**src/rtl/chase_routine.sv**
```systemverilog
// rtl/chase_routine.sv - LED chase animation: up/down sweeps, pass count, flash, done pulse
module chase_routine #(
  parameter int TICK_DIV    = 12500000,
  parameter int PASSES      = 3,
  parameter int FLASH_TICKS = 8
) (
  input  logic        Clock,
  input  logic        Reset,
  input  logic        Restart,
  output logic [46:0] Routine
);

  localparam int CW = $clog2(TICK_DIV);
  localparam int FW = (FLASH_TICKS > 1) ? $clog2(FLASH_TICKS) : 1;
  localparam logic [CW-1:0] TICK_LAST  = CW'(TICK_DIV - 1);
  localparam logic [FW-1:0] FLASH_LAST = FW'(FLASH_TICKS - 1);
  localparam logic [3:0]    PASS_LAST  = 4'(PASSES);
  localparam logic [6:0]    SEG_BLANK  = 7'h7F;

  typedef enum logic [2:0] {
    S_SWEEP_UP,
    S_SWEEP_DOWN,
    S_FLASH,
    S_DONE,
    S_HOLD
  } state_t;

  state_t          r_state, w_state_nxt;
  logic [3:0]      r_pos, w_pos_nxt;
  logic [3:0]      r_pass, w_pass_nxt;
  logic [FW-1:0]   r_fcnt, w_fcnt_nxt;
  logic [CW-1:0]   r_tick_cnt;
  logic            w_tick;
  logic [3:0]      w_pass_inc;
  logic            w_done;
  logic [9:0]      w_led_red;
  logic [7:0]      w_led_grn;
  logic [6:0]      w_disp0;

  // Active-low 7-segment code, bit 0 = segment a
  function automatic logic [6:0] f_seg(input logic [3:0] v);
    case (v)
      4'd0:    f_seg = 7'b1000000;
      4'd1:    f_seg = 7'b1111001;
      4'd2:    f_seg = 7'b0100100;
      4'd3:    f_seg = 7'b0110000;
      4'd4:    f_seg = 7'b0011001;
      4'd5:    f_seg = 7'b0010010;
      4'd6:    f_seg = 7'b0000010;
      4'd7:    f_seg = 7'b1111000;
      4'd8:    f_seg = 7'b0000000;
      4'd9:    f_seg = 7'b0010000;
      default: f_seg = SEG_BLANK;
    endcase
  endfunction

  assign w_tick     = (r_tick_cnt == TICK_LAST);
  assign w_pass_inc = r_pass + 4'd1;

  // Free-running tick divider; Restart realigns it so the first tick comes a full period later
  always_ff @(posedge Clock or negedge Reset) begin
    if (!Reset) begin
      r_tick_cnt <= '0;
    end else if (Restart || w_tick) begin
      r_tick_cnt <= '0;
    end else begin
      r_tick_cnt <= r_tick_cnt + 1'b1;
    end
  end

  // State register; Restart overrides any pending transition
  always_ff @(posedge Clock or negedge Reset) begin
    if (!Reset) begin
      r_state <= S_SWEEP_UP;
      r_pos   <= 4'd0;
      r_pass  <= 4'd0;
      r_fcnt  <= '0;
    end else if (Restart) begin
      r_state <= S_SWEEP_UP;
      r_pos   <= 4'd0;
      r_pass  <= 4'd0;
      r_fcnt  <= '0;
    end else begin
      r_state <= w_state_nxt;
      r_pos   <= w_pos_nxt;
      r_pass  <= w_pass_nxt;
      r_fcnt  <= w_fcnt_nxt;
    end
  end

  // Next-state logic: sweeps and flash advance on ticks, DONE lasts a single clock
  always_comb begin
    w_state_nxt = r_state;
    w_pos_nxt   = r_pos;
    w_pass_nxt  = r_pass;
    w_fcnt_nxt  = r_fcnt;
    case (r_state)
      S_SWEEP_UP: begin
        if (w_tick) begin
          if (r_pos == 4'd9) begin
            w_pos_nxt   = 4'd8;
            w_state_nxt = S_SWEEP_DOWN;
          end else begin
            w_pos_nxt = r_pos + 4'd1;
          end
        end
      end
      S_SWEEP_DOWN: begin
        if (w_tick) begin
          if (r_pos != 4'd0) begin
            w_pos_nxt = r_pos - 4'd1;
          end else begin
            w_pass_nxt = w_pass_inc;
            if (w_pass_inc == PASS_LAST) begin
              w_fcnt_nxt  = '0;
              w_state_nxt = S_FLASH;
            end else begin
              w_pos_nxt   = 4'd1;
              w_state_nxt = S_SWEEP_UP;
            end
          end
        end
      end
      S_FLASH: begin
        if (w_tick) begin
          if (r_fcnt == FLASH_LAST) begin
            w_state_nxt = S_DONE;
          end else begin
            w_fcnt_nxt = r_fcnt + 1'b1;
          end
        end
      end
      S_DONE:  w_state_nxt = S_HOLD;
      S_HOLD:  w_state_nxt = S_HOLD;
      default: w_state_nxt = S_SWEEP_UP;
    endcase
  end

  // Output decode purely from registered state, so Restart never reaches Routine combinationally
  always_comb begin
    w_done    = 1'b0;
    w_led_red = 10'd0;
    w_led_grn = {4'd0, r_pass};
    w_disp0   = f_seg(r_pass);
    case (r_state)
      S_SWEEP_UP,
      S_SWEEP_DOWN: w_led_red = 10'd1 << r_pos;
      S_FLASH:      w_led_red = r_fcnt[0] ? 10'd0 : 10'h3FF;
      S_DONE:       w_done    = 1'b1;
      S_HOLD: begin
        w_led_grn = 8'd0;
        w_disp0   = SEG_BLANK;
      end
      default:      w_led_red = 10'd0;
    endcase
  end

  assign Routine = {w_done, w_led_red, w_led_grn, SEG_BLANK, SEG_BLANK, SEG_BLANK, w_disp0};

endmodule

```
**config.mk**
```make
export PLATFORM = sky130hd
export DESIGN_NAME = chase_routine
export DESIGN_NICKNAME = d
export VERILOG_FILES = /design/src/rtl/chase_routine.sv
export SDC_FILE = /design/constraint.sdc
export NUM_CORES = 1
export LEC_CHECK = 0
export CORE_MARGIN = 2
export CORE_UTILIZATION = 53
export CTS_CLUSTER_SIZE = 40
export DETAILED_ROUTE_END_ITERATION = 10
export PLACE_DENSITY = 0.91
export SLEW_MARGIN = 40
export SYNTH_ARGS = -nofsm -noshare
export SYNTH_HDL_FRONTEND = slang
export SYNTH_SLANG_ARGS = --single-unit
```
**constraint.sdc**
```tcl
create_clock -name Clock -period 2.9 [get_ports Clock]
set_input_delay 0.29 -clock Clock [delete_from_list [all_inputs] [get_ports Clock]]
set_output_delay 0.29 -clock Clock [all_outputs]
set_load 0.03 [all_outputs]
```
==> impl_metrics.ini <==
[sta]
period_share = 0.9178
finalSetupViolCount = 0
max_freq_mhz = 375.7
fin_skew_ns = 0.003803
period_needed_ns = 2.662
maxSlewViolCount = 0
hold_ws_ns = 0.4893
final.setup.tns_ns = 0
setup_ws_ns = 0.2383
timing_hold_violations_final = 0
rsz_0062_raised_after_global_routing = false

[clocking]
cts.clk_slew.worst_paths_ns = 0.07
number_of_sinks_handled_by_clock_tree_synthesis = 38
cts_inserted_buffers = 5
cts_htree_levels = 2
clockRootBuffer = sky130_fd_sc_hd__clkbuf_8
clock_latency_ns = 0.29
max_root_sink_buffers = 2
postCtsSetupBuffers = 0
tritoncts = yes

[power_and_ir_drop]
vdd.ir_drop.worst_mv = 0.3281
p_per_area_nw_per_um2 = 332.2
leakagePower_uw = 0.001315

[detailed_routing]
drt_drc_violations_left = 0
drt-total-wl_mm = 4.909
dr.pass1.iters = 4
avgRoutedWirePerCell_microns = 12.12
ant_nets = 0
num_vias = 2132
via_per_inst = 5.264
dr.first_iter.drc_count = 195

[place]
dp_slack_ns = 0.5506
port-buffer-count = 24
dp_hpwl_mm = 3.573
gp_routability_congestion = 0.8069

[worst_setup_path]
critical-path-max-stage-delay_ns = 0.68
critical_path_buf_inv_count = 1
critical_path.slowest_cell = sky130_fd_sc_hd__clkdlybuf4s50_1
crit_path_start_kind = flop
required_ns = 2.61
timing.critical_path.max_delay_family = simple AND/OR/NAND/NOR gates
timing.critical_path.to_type = output port
timing.critical_path.arrival_ns = 2.37
crit_path_max_fanout = 9
cp_cell_sequence = or2_2, or4_1, o21ai_0, clkdlybuf4s50_1
timing_worst_setup_path_type = flop to output port

[die]
chipWidth_microns = 75.23
die_area_sq_um = 5659
floorplan.die.height_microns = 75.23
initial_core_utilization = 0.5582
num_rows = 25
ioPinCount = 50
coreArea_sq_um = 4817

[run_status]
outcome = completed

[cells_and_area]
multi_input_comb_area_sq_um = 1543
fillerInstances = 434
area.sequential_sq_um = 950.9
area_growth_syn_to_layout_pct = 10.56
finish.utilization = 0.6171
diodes = 0
final_layout_size_suffix_gt1_frac = 0.06509
finalNetCount = 351

[global_route]
initial_antenna_violation_count = 0
global_route.usage.total = 0.1864
grt.overflow.total = 0
number_of_global_route_vias_before_repair = 1907
grt_pass1_wl_mm = 8.197
grt_start_max_net_pins = 39

[logic_synthesis]
post_synth_instance_area_sq_um = 2689
yosysSeqAreaShare = 0.3537
syn_area_per_cell_sq_um = 8.455
synth_cells = 318
synth.yosys.warnings = 0
ys.flop_type = sky130_fd_sc_hd__dfrtp_1
ys_ff_latch = 38
postSynth.asyncResetShare = 1.000
synthDistinctLibCells = 55
synth_enable_flop_cells = 0

[min_path]
timing.hold.worst.class = flop to flop

[flow_run]
max-cap-violations = 0
==> repair_timing <==
action	4_1_cts	5_1_grt
hold endpoints to repair	0	24
hold buffers	0	1
endpoints found under the setup margin	0	0
resized for setup	0	0
==> sequential cells by signal, summed over array words and instances, names as in the netlist <==
signal      count
r_state         3
r_pass          4
r_tick_cnt     24
r_fcnt          3
r_pos           4
==> stage by stage <==
step | std cells | total power, uW | cell area [sq um]
2_1_floorplan | 341 | 630.4 | 2775
3_3_place_gp | 396 | 621.3 | 2869
3_5_place_dp | 396 | 622.7 | 2869
4_1_cts | 404 | 997.2 | 2960
5_1_grt | 405 | 1026 | 2973
6_report | 405 | 987.5 | 2973
==> cells in the final DEF (no fill, tap or decap), types with 4 or more instances in the layout <==
master,count
sky130_fd_sc_hd__o21ai_0,11
sky130_fd_sc_hd__a21oi_1,12
sky130_fd_sc_hd__and4_1,5
sky130_fd_sc_hd__inv_1,9
sky130_fd_sc_hd__xnor2_1,17
sky130_fd_sc_hd__nand3_1,11
sky130_fd_sc_hd__dfrtp_1,38
sky130_fd_sc_hd__conb_1,25
sky130_fd_sc_hd__nand4_1,5
sky130_fd_sc_hd__nand2_1,27
sky130_fd_sc_hd__buf_4,4
sky130_fd_sc_hd__nor2b_1,4
sky130_fd_sc_hd__o22ai_1,4
sky130_fd_sc_hd__clkdlybuf4s50_1,23
sky130_fd_sc_hd__xor2_1,7
sky130_fd_sc_hd__clkbuf_8,6
sky130_fd_sc_hd__ha_1,11
sky130_fd_sc_hd__nor2_1,51
sky130_fd_sc_hd__nor3_1,10
sky130_fd_sc_hd__nand2b_1,8
sky130_fd_sc_hd__mux2i_1,5
==> synth_stat cells, types with 2 or more instances <==
library cell | count | area, sq um
sky130_fd_sc_hd__o22ai_1 | 4 | 25.02
sky130_fd_sc_hd__xor2_1 | 7 | 61.31
sky130_fd_sc_hd__buf_4 | 26 | 195.2
sky130_fd_sc_hd__buf_2 | 3 | 15.01
sky130_fd_sc_hd__clkbuf_1 | 9 | 33.78
sky130_fd_sc_hd__nor2_1 | 51 | 191.4
sky130_fd_sc_hd__dfrtp_1 | 38 | 950.9
sky130_fd_sc_hd__or2_2 | 2 | 12.51
sky130_fd_sc_hd__xnor2_1 | 17 | 148.9
sky130_fd_sc_hd__conb_1 | 2 | 7.510
sky130_fd_sc_hd__and3_1 | 3 | 18.77
sky130_fd_sc_hd__nor2b_1 | 4 | 25.02
sky130_fd_sc_hd__nor3_1 | 10 | 50.05
sky130_fd_sc_hd__mux2_1 | 3 | 33.78
sky130_fd_sc_hd__inv_1 | 9 | 33.78
sky130_fd_sc_hd__nand4_1 | 5 | 31.28
sky130_fd_sc_hd__and2_1 | 3 | 18.77
sky130_fd_sc_hd__a21oi_1 | 12 | 60.06
sky130_fd_sc_hd__o21ai_0 | 11 | 55.05
sky130_fd_sc_hd__ha_1 | 11 | 137.6
sky130_fd_sc_hd__nand2b_1 | 8 | 50.05
sky130_fd_sc_hd__mux2i_1 | 5 | 50.05
sky130_fd_sc_hd__nand3b_1 | 2 | 15.01
sky130_fd_sc_hd__nand2_1 | 27 | 101.4
sky130_fd_sc_hd__and4_1 | 5 | 43.79
sky130_fd_sc_hd__nand3_1 | 11 | 55.05
sky130_fd_sc_hd__or4_4 | 2 | 22.52
==> final timing paths <==
path | start | to | slack [ns] | cells after the start
setup / recovery | r_state[1]$_DFFE_PN0P_ | Routine[38] | 0.24 | 4
hold / removal | r_tick_cnt[0]$_DFF_PN0_ | r_tick_cnt[0]$_DFF_PN0_ | 0.49 | 1
setup reg to reg | r_tick_cnt[0]$_DFF_PN0_ | r_fcnt[0]$_DFFE_PN0P_ | 0.58 | 6
hold reg to reg | r_tick_cnt[0]$_DFF_PN0_ | r_tick_cnt[0]$_DFF_PN0_ | 0.49 | 1
max in group asynchronous | Reset | r_pos[0]$_DFFE_PN0P_ | 2.07 | 2
min in group asynchronous | Reset | r_tick_cnt[12]$_DFF_PN0_ | 0.50 | 2
==> worst register-to-register path, delay by kind of cell (launching register included) <==
kind | cells | cell delay (ns)
multiplexers | 1 | 0.32
AND/OR/NAND/NOR | 4 | 1.29
adder cells (fa/ha/maj) | 1 | 0.21
flip-flops | 1 | 0.39
==> logic make-up after synthesis <==
family          count (synthesis)  synth area share
simple gates                  147            0.2857
buf+inv                        48            0.1047
compound gates                 40           0.09261
flops                          38            0.3537
xor+xnor                       24           0.07818
fa+ha+maj                      11           0.05119
mux                             8           0.03118
other cells                     2          0.002793
==> layout make-up <==
class                   instances  share of cell area
clock inverters                 1            0.001684
repair buffers                 28             0.09091
flip-flops and latches         38              0.3199
multi-input cells             255              0.5189
clock buffers                   7             0.02904
inverters                       9             0.01136
well taps                      67             0.02820
==> where the power goes <==
group          switching (uW)  internal, uW  total (uW)
Clock                     182           192         374
Sequential               3.23           533         536
Combinational            66.9          10.7        77.6
==> layer usage <==
| layer | global-route usage | vias up | share of wire |
|---|---|---|---|
| met5 | 0 | - | 0 |
| met4 | 0.04288 | 0 | 0.0022 |
| met3 | 0.04819 | 2 | 0.045 |
| met2 | 0.3177 | 56 | 0.50 |
| met1 | 0.2394 | 1010 | 0.45 |
| li1 | - | 1064 | - |
Power figures use the tool's default switching activity.
